$ cat src/rtl/pseudo_float_frame_decoder_if.sv
// Handshake bundle for the pseudo-float frame decoder: element input stream
// and per-frame summary output stream.
interface pseudo_float_frame_decoder_if;
    logic        in_valid;
    logic        in_ready;
    logic [2:0]  exp_in;
    logic [2:0]  mant_in;
    logic        in_last;
    logic        out_valid;
    logic        out_ready;
    logic [13:0] out_sum;
    logic [10:0] out_max;
    logic [2:0]  out_argmax;
    logic [3:0]  out_count;
    logic        out_trunc;

    modport slave (
        input  in_valid, exp_in, mant_in, in_last, out_ready,
        output in_ready, out_valid, out_sum, out_max, out_argmax, out_count, out_trunc
    );

    modport master (
        output in_valid, exp_in, mant_in, in_last, out_ready,
        input  in_ready, out_valid, out_sum, out_max, out_argmax, out_count, out_trunc
    );
endinterface

$ cat src/rtl/pseudo_float_frame_decoder.sv
// Expands 3/3 pseudo-float elements to linear values and accumulates per-frame
// sum, max, argmax and count, presenting one registered summary per frame.
module pseudo_float_frame_decoder #(
    parameter int MAX_LEN = 8
) (
    input  logic                          clk,
    input  logic                          rst_n,
    pseudo_float_frame_decoder_if.slave   bus
);

    typedef enum logic [1:0] {
        IDLE   = 2'd0,
        ACCUM  = 2'd1,
        REPORT = 2'd2
    } state_t;

    state_t      state_reg, state_next;
    logic [13:0] sum_reg, sum_next;
    logic [10:0] max_reg, max_next;
    logic [2:0]  argmax_reg, argmax_next;
    logic [3:0]  count_reg, count_next;

    logic        out_valid_reg, out_valid_next;
    logic [13:0] out_sum_reg, out_sum_next;
    logic [10:0] out_max_reg, out_max_next;
    logic [2:0]  out_argmax_reg, out_argmax_next;
    logic [3:0]  out_count_reg, out_count_next;
    logic        out_trunc_reg, out_trunc_next;

    logic [10:0] lin;
    logic        accept;
    logic        at_limit;
    logic        take_max;

    // Hidden leading one, then shift by the exponent: 8..1920.
    assign lin      = {7'd0, 1'b1, bus.mant_in} << bus.exp_in;
    assign accept   = bus.in_valid && bus.in_ready;
    assign at_limit = (count_reg == 4'(MAX_LEN - 1));
    // Strict compare keeps the lower index on ties.
    assign take_max = (count_reg == 4'd0) || (lin > max_reg);

    assign bus.in_ready   = (state_reg != REPORT);
    assign bus.out_valid  = out_valid_reg;
    assign bus.out_sum    = out_sum_reg;
    assign bus.out_max    = out_max_reg;
    assign bus.out_argmax = out_argmax_reg;
    assign bus.out_count  = out_count_reg;
    assign bus.out_trunc  = out_trunc_reg;

    always_comb begin
        state_next      = state_reg;
        sum_next        = sum_reg;
        max_next        = max_reg;
        argmax_next     = argmax_reg;
        count_next      = count_reg;
        out_valid_next  = out_valid_reg;
        out_sum_next    = out_sum_reg;
        out_max_next    = out_max_reg;
        out_argmax_next = out_argmax_reg;
        out_count_next  = out_count_reg;
        out_trunc_next  = out_trunc_reg;

        case (state_reg)
            IDLE, ACCUM: begin
                if (accept) begin
                    sum_next   = sum_reg + 14'(lin);
                    count_next = count_reg + 4'd1;
                    if (take_max) begin
                        max_next    = lin;
                        argmax_next = count_reg[2:0];
                    end
                    if (bus.in_last || at_limit) begin
                        state_next      = REPORT;
                        out_valid_next  = 1'b1;
                        out_sum_next    = sum_next;
                        out_max_next    = max_next;
                        out_argmax_next = argmax_next;
                        out_count_next  = count_next;
                        out_trunc_next  = at_limit && !bus.in_last;
                    end else begin
                        state_next = ACCUM;
                    end
                end
            end
            REPORT: begin
                if (bus.out_ready) begin
                    state_next     = IDLE;
                    out_valid_next = 1'b0;
                    sum_next       = '0;
                    max_next       = '0;
                    argmax_next    = '0;
                    count_next     = '0;
                end
            end
            default: state_next = IDLE;
        endcase
    end

    always_ff @(posedge clk or negedge rst_n) begin
        if (!rst_n) begin
            state_reg      <= IDLE;
            sum_reg        <= '0;
            max_reg        <= '0;
            argmax_reg     <= '0;
            count_reg      <= '0;
            out_valid_reg  <= 1'b0;
            out_sum_reg    <= '0;
            out_max_reg    <= '0;
            out_argmax_reg <= '0;
            out_count_reg  <= '0;
            out_trunc_reg  <= 1'b0;
        end else begin
            state_reg      <= state_next;
            sum_reg        <= sum_next;
            max_reg        <= max_next;
            argmax_reg     <= argmax_next;
            count_reg      <= count_next;
            out_valid_reg  <= out_valid_next;
            out_sum_reg    <= out_sum_next;
            out_max_reg    <= out_max_next;
            out_argmax_reg <= out_argmax_next;
            out_count_reg  <= out_count_next;
            out_trunc_reg  <= out_trunc_next;
        end
    end

endmodule

$ cat src/flat_wrapper.sv
// flat-port wrapper written by rule: the top's interface ports become plain ports
module pseudo_float_frame_decoder_flat 
#(
    parameter int MAX_LEN = 8
)
  (clk, rst_n, bus_in_valid, bus_exp_in, bus_mant_in, bus_in_last, bus_out_ready, bus_in_ready, bus_out_valid, bus_out_sum, bus_out_max, bus_out_argmax, bus_out_count, bus_out_trunc);
  pseudo_float_frame_decoder_if bus_i ();
  input  logic clk;
  input  logic rst_n;
  input wire logic [$bits(bus_i.in_valid)-1:0] bus_in_valid;
  input wire logic [$bits(bus_i.exp_in)-1:0] bus_exp_in;
  input wire logic [$bits(bus_i.mant_in)-1:0] bus_mant_in;
  input wire logic [$bits(bus_i.in_last)-1:0] bus_in_last;
  input wire logic [$bits(bus_i.out_ready)-1:0] bus_out_ready;
  output wire logic [$bits(bus_i.in_ready)-1:0] bus_in_ready;
  output wire logic [$bits(bus_i.out_valid)-1:0] bus_out_valid;
  output wire logic [$bits(bus_i.out_sum)-1:0] bus_out_sum;
  output wire logic [$bits(bus_i.out_max)-1:0] bus_out_max;
  output wire logic [$bits(bus_i.out_argmax)-1:0] bus_out_argmax;
  output wire logic [$bits(bus_i.out_count)-1:0] bus_out_count;
  output wire logic [$bits(bus_i.out_trunc)-1:0] bus_out_trunc;
  assign bus_i.in_valid = bus_in_valid;
  assign bus_i.exp_in = bus_exp_in;
  assign bus_i.mant_in = bus_mant_in;
  assign bus_i.in_last = bus_in_last;
  assign bus_i.out_ready = bus_out_ready;
  assign bus_in_ready = bus_i.in_ready;
  assign bus_out_valid = bus_i.out_valid;
  assign bus_out_sum = bus_i.out_sum;
  assign bus_out_max = bus_i.out_max;
  assign bus_out_argmax = bus_i.out_argmax;
  assign bus_out_count = bus_i.out_count;
  assign bus_out_trunc = bus_i.out_trunc;
  pseudo_float_frame_decoder #(.MAX_LEN(MAX_LEN)) u_core (.clk(clk), .rst_n(rst_n), .bus(bus_i));
endmodule
$ cat config.mk
export PLATFORM = sky130hd
export DESIGN_NAME = pseudo_float_frame_decoder_flat
export DESIGN_NICKNAME = d
export VERILOG_FILES = /design/src/rtl/pseudo_float_frame_decoder_if.sv /design/src/rtl/pseudo_float_frame_decoder.sv /design/src/flat_wrapper.sv
export SDC_FILE = /design/constraint.sdc
export NUM_CORES = 1
export LEC_CHECK = 0
export CAP_MARGIN = 30
export CORE_ASPECT_RATIO = 1.5
export CORE_MARGIN = 4
export CORE_UTILIZATION = 61
export DETAILED_ROUTE_END_ITERATION = 6
export PLACE_DENSITY = 0.86
export SETUP_SLACK_MARGIN = 0.02
export SLEW_MARGIN = 20
export SYNTH_ARGS = -nofsm -noshare
export SYNTH_HDL_FRONTEND = slang
export SYNTH_SLANG_ARGS = --single-unit
$ cat constraint.sdc
create_clock -name clk -period 4.8 [get_ports clk]
set_input_delay 0.96 -clock clk [delete_from_list [all_inputs] [get_ports clk]]
set_output_delay 0.96 -clock clk [all_outputs]
set_load 0.01 [all_outputs]
==> metrics.md <==
| Metric | Value |
|---|---|
| Area delta synth->final | 16.6% |
| Setup Buffers After CTS | 0 |
| Slew Limit Fails | 0 |
| TritonCTS buffer count | 9 |
| Starting Density | 63.5% |
| Mapped Nets | 483 |
| Drt drc | 0 |
| Top-area cell type share of the netlist area | 42.8% |
| WL/cell | 17.2 µm |
| Clock latency on the worst-skew pair | 340 ps |
| Yosys cell types | 50 |
| Vias per cell | 6.30 |
| Htree depth | 3 |
| Delay-heaviest family, CP | compound AO/OA/AOI/OAI gates |
| Setup TNS | 0 ps |
| Ys flop type | dfrtp_1 |
| Top sig layer | met4 |
| Die height | 107 µm |
| Leakage | 2.08 nW |
| Syn avg cell area | 8.90 µm² |
| Hold_buf cts | 0 |
| Via count | 3508 |
| Crit path DAT | 4310 ps |
| CP required | 5030 ps |
| Pwr Total | 2.68 mW |
| Critical Path End Type | register |
| Vias in the first global route | 3438 |
| Post-synth top cells | nand2_1 (76), dfrtp_1 (68), o21ai_0 (41) |
| Largest net degree at the start of global routing | 53 |
| Top post-synthesis cells by area | dfrtp_1 (43%), ha_1 (7.5%), nand2_1 (7.2%) |
| GRT Util Overall | 26.3% |
| Max cap viols | 0 |
| Setup-failing EPs final | 0 |
| CP peak stage delay | 700 ps |
| Crit path launch type | input port |
| Core Area | 6260 µm² |
| Maximum clock insertion buffer count | 2 |
| Max VDD drop | 0.370 mV |
| Sink count of the clock tree | 68 |
| Post-synth EDFFs | 0 |
| Switching power | 1.08 mW |
| Inst Count DP | 543 |
| First-pass GRT wire length | 16200 µm |
| Cells after Synth | 447 |
| Cell Pwr Density | 579 nW/µm² |
| Cell area after synthesis | 3980 µm² |
| # diodes | 0 |
| Worst-Margin Slew | 918 ps |
| Synth area leader | dfrtp_1 |
| Final nets | 516 |
| Antenna-violating nets left | 0 |
| WL final | 9580 µm |
| Filler cells | 475 |
| Register bit count reported by yosys | 68 |
| CTS clk-pin slew, worst paths | 70 ps |
| Status | complete, no violations |
| Post-cts sizing count | 0 |
| Fmax achieved | 245 MHz |
| Initial antenna violation count | 0 |
| Max Fanout on Critical Path | 52 |
| Sequential-to-total area share from yosys stat | 42.8% |
| Met1 Wirelength | 3880 µm |
| DIE AREA | 7910 µm² |
| Final min period | 4080 ps |
| DR WL met3 | 490 µm |
| Hold WC Path Type | register to register |
| Dpl ws | 440 ps |
| CP Class | input port to register |
| Asr flop ratio synth | 100% |
| Fin worst setup slack | 717 ps |
| Switching portion of total power | 40.1% |
| Slowest cell on crit path | clkdlybuf4s50_1 |
| Fin util | 74.1% |
| Crit path buf inv count | 3 |
| Root buf cell | clkbuf_8 |
| Clk network pwr share | 16.2% |
| DRT iter0 DRCs | 274 |
| Final Non-Filler Cells | 557 |
| CP most frequent cell | o21ai_0 |
| Die W | 73.9 µm |
| GR Overflow Total | 0 |
| I/O Pins | 46 |
| WL met2 | 4900 µm |
| Relative slew margins | 38.8% |
| Row count | 35 |
| CTS tree | done |
| Crit-path cells | clkdlybuf4s50_1 -> nand2b_1 -> nand2_1 -> o21ai_0 -> o21ai_0 -> inv_1 -> ha_1 -> nand4_1 -> or3_1 -> a21oi_1 -> o31a_1 -> buf_12 -> nor3_1 -> a311o_1 |
| Flop pwr share | 37.2% |
| Yosys warning count | 0 |
| Comb pwr share | 46.6% |
| RSZ-0062 raised after global routing | false |
| Final period utilization | 85.1% |
| Most frequent cell after synthesis | nand2_1 |
| Fin. Hold Viols | 0 |
| Final RePlAce weighted congestion | 0.923 |
| Layout cells sized above 1 | 5.38% |
| I/O Buffers | 45 |
| Internal power | 1.61 mW |
| DP HPWL | 6850 µm |
| TritonRoute pass-1 iters | 6 |
| Worst clock skew | 9.48 ps |
-- power by group through the flow --
stage | Sequential (mW) | Clock [mW] | Combinational, mW
5_1_grt | 1.03 | 0.460 | 1.39
6_report | 0.999 | 0.434 | 1.25
4_1_cts | 0.997 | 0.436 | 1.25
2_1_floorplan | 1.02 | 0 | 0.742
3_3_place_gp | 0.990 | 0 | 1.21
3_5_place_dp | 1.00 | 0 | 1.24
-- worst min-delay path, stage by stage (launching register included) --
cell     delay (ps)
dfrtp_1         340
nand2_1          50
nand2_1          50
-- area by class of cell --
class / count / area [µm²] / share of cell area (%)
Multi-Input combinational cell: 323 / 2060 / 44.5
Sequential cell: 68 / 1700 / 36.7
Timing Repair Buffer: 51 / 503 / 10.8
Clock buffer: 12 / 165 / 3.56
Inverter: 27 / 101 / 2.19
Tap cell: 74 / 92.6 / 2.00
Clock inverter: 2 / 10.0 / 0.216
-- layer usage --
layer,vias to the layer above,track usage [%]
met5,-,0
met4,0,11.1
met3,23,6.85
met2,126,43.0
met1,1697,32.4
li1,1662,-
-- cell usage in the layout, fill, tap and decap left out, types with 2 or more instances in the layout --
master	instances
xor2_1	7
inv_1	27
nor2_1	18
nand3b_1	3
a21o_1	5
nor2b_1	4
a211oi_1	3
a31oi_1	2
a311o_1	3
o21ai_0	41
a21oi_1	15
nand4_1	3
xnor2_1	6
a22o_1	2
a211o_1	2
clkinv_2	2
o21a_1	4
nor3_1	7
nand3_1	28
clkdlybuf4s50_1	44
nand4b_1	2
o311ai_0	20
dfrtp_1	68
o31ai_1	5
nand2b_1	6
o211ai_1	5
or3_1	3
clkbuf_8	12
ha_1	24
buf_4	5
mux2i_1	6
and2_1	3
nand2_1	76
and3_1	3
-- logic make-up after synthesis --
kind of cell / after synthesis / share of synthesized area [%]
flip-flops: 68 / 42.8
multiplexers: 7 / 1.79
AO/OA/AOI/OAI: 116 / 19.9
buffers and inverters: 56 / 5.79
XOR/XNOR: 13 / 2.86
adder cells (fa/ha/maj): 25 / 8.05
AND/OR/NAND/NOR: 162 / 18.9
-- through the flow --
stage | hold WS [ps] | cell area [µm²]
final | 472 | 4640
after CTS | 480 | 4640
after detailed placement | 463 | 4460
after floorplan | 442 | 3980
after global placement | 458 | 4460
after global routing | 506 | 4640
-- path summary, 6_finish.rpt --
check | from | to | slack [ps] | cells past startpoint
setup / recovery | bus_exp_in[1] | u_core.max_reg[5] | 720 | 14
hold / removal | u_core.bus.out_count[1] | u_core.bus.out_count[1] | 470 | 2
setup reg to reg | u_core.count_reg[0] | u_core.bus.out_max[3] | 2160 | 6
hold reg to reg | u_core.bus.out_count[1] | u_core.bus.out_count[1] | 470 | 2
max in group asynchronous | rst_n | u_core.bus.out_sum[7] | 3180 | 2
min in group asynchronous | rst_n | u_core.max_reg[0] | 690 | 1
Note: power is estimated with default switching activity, not from simulation.
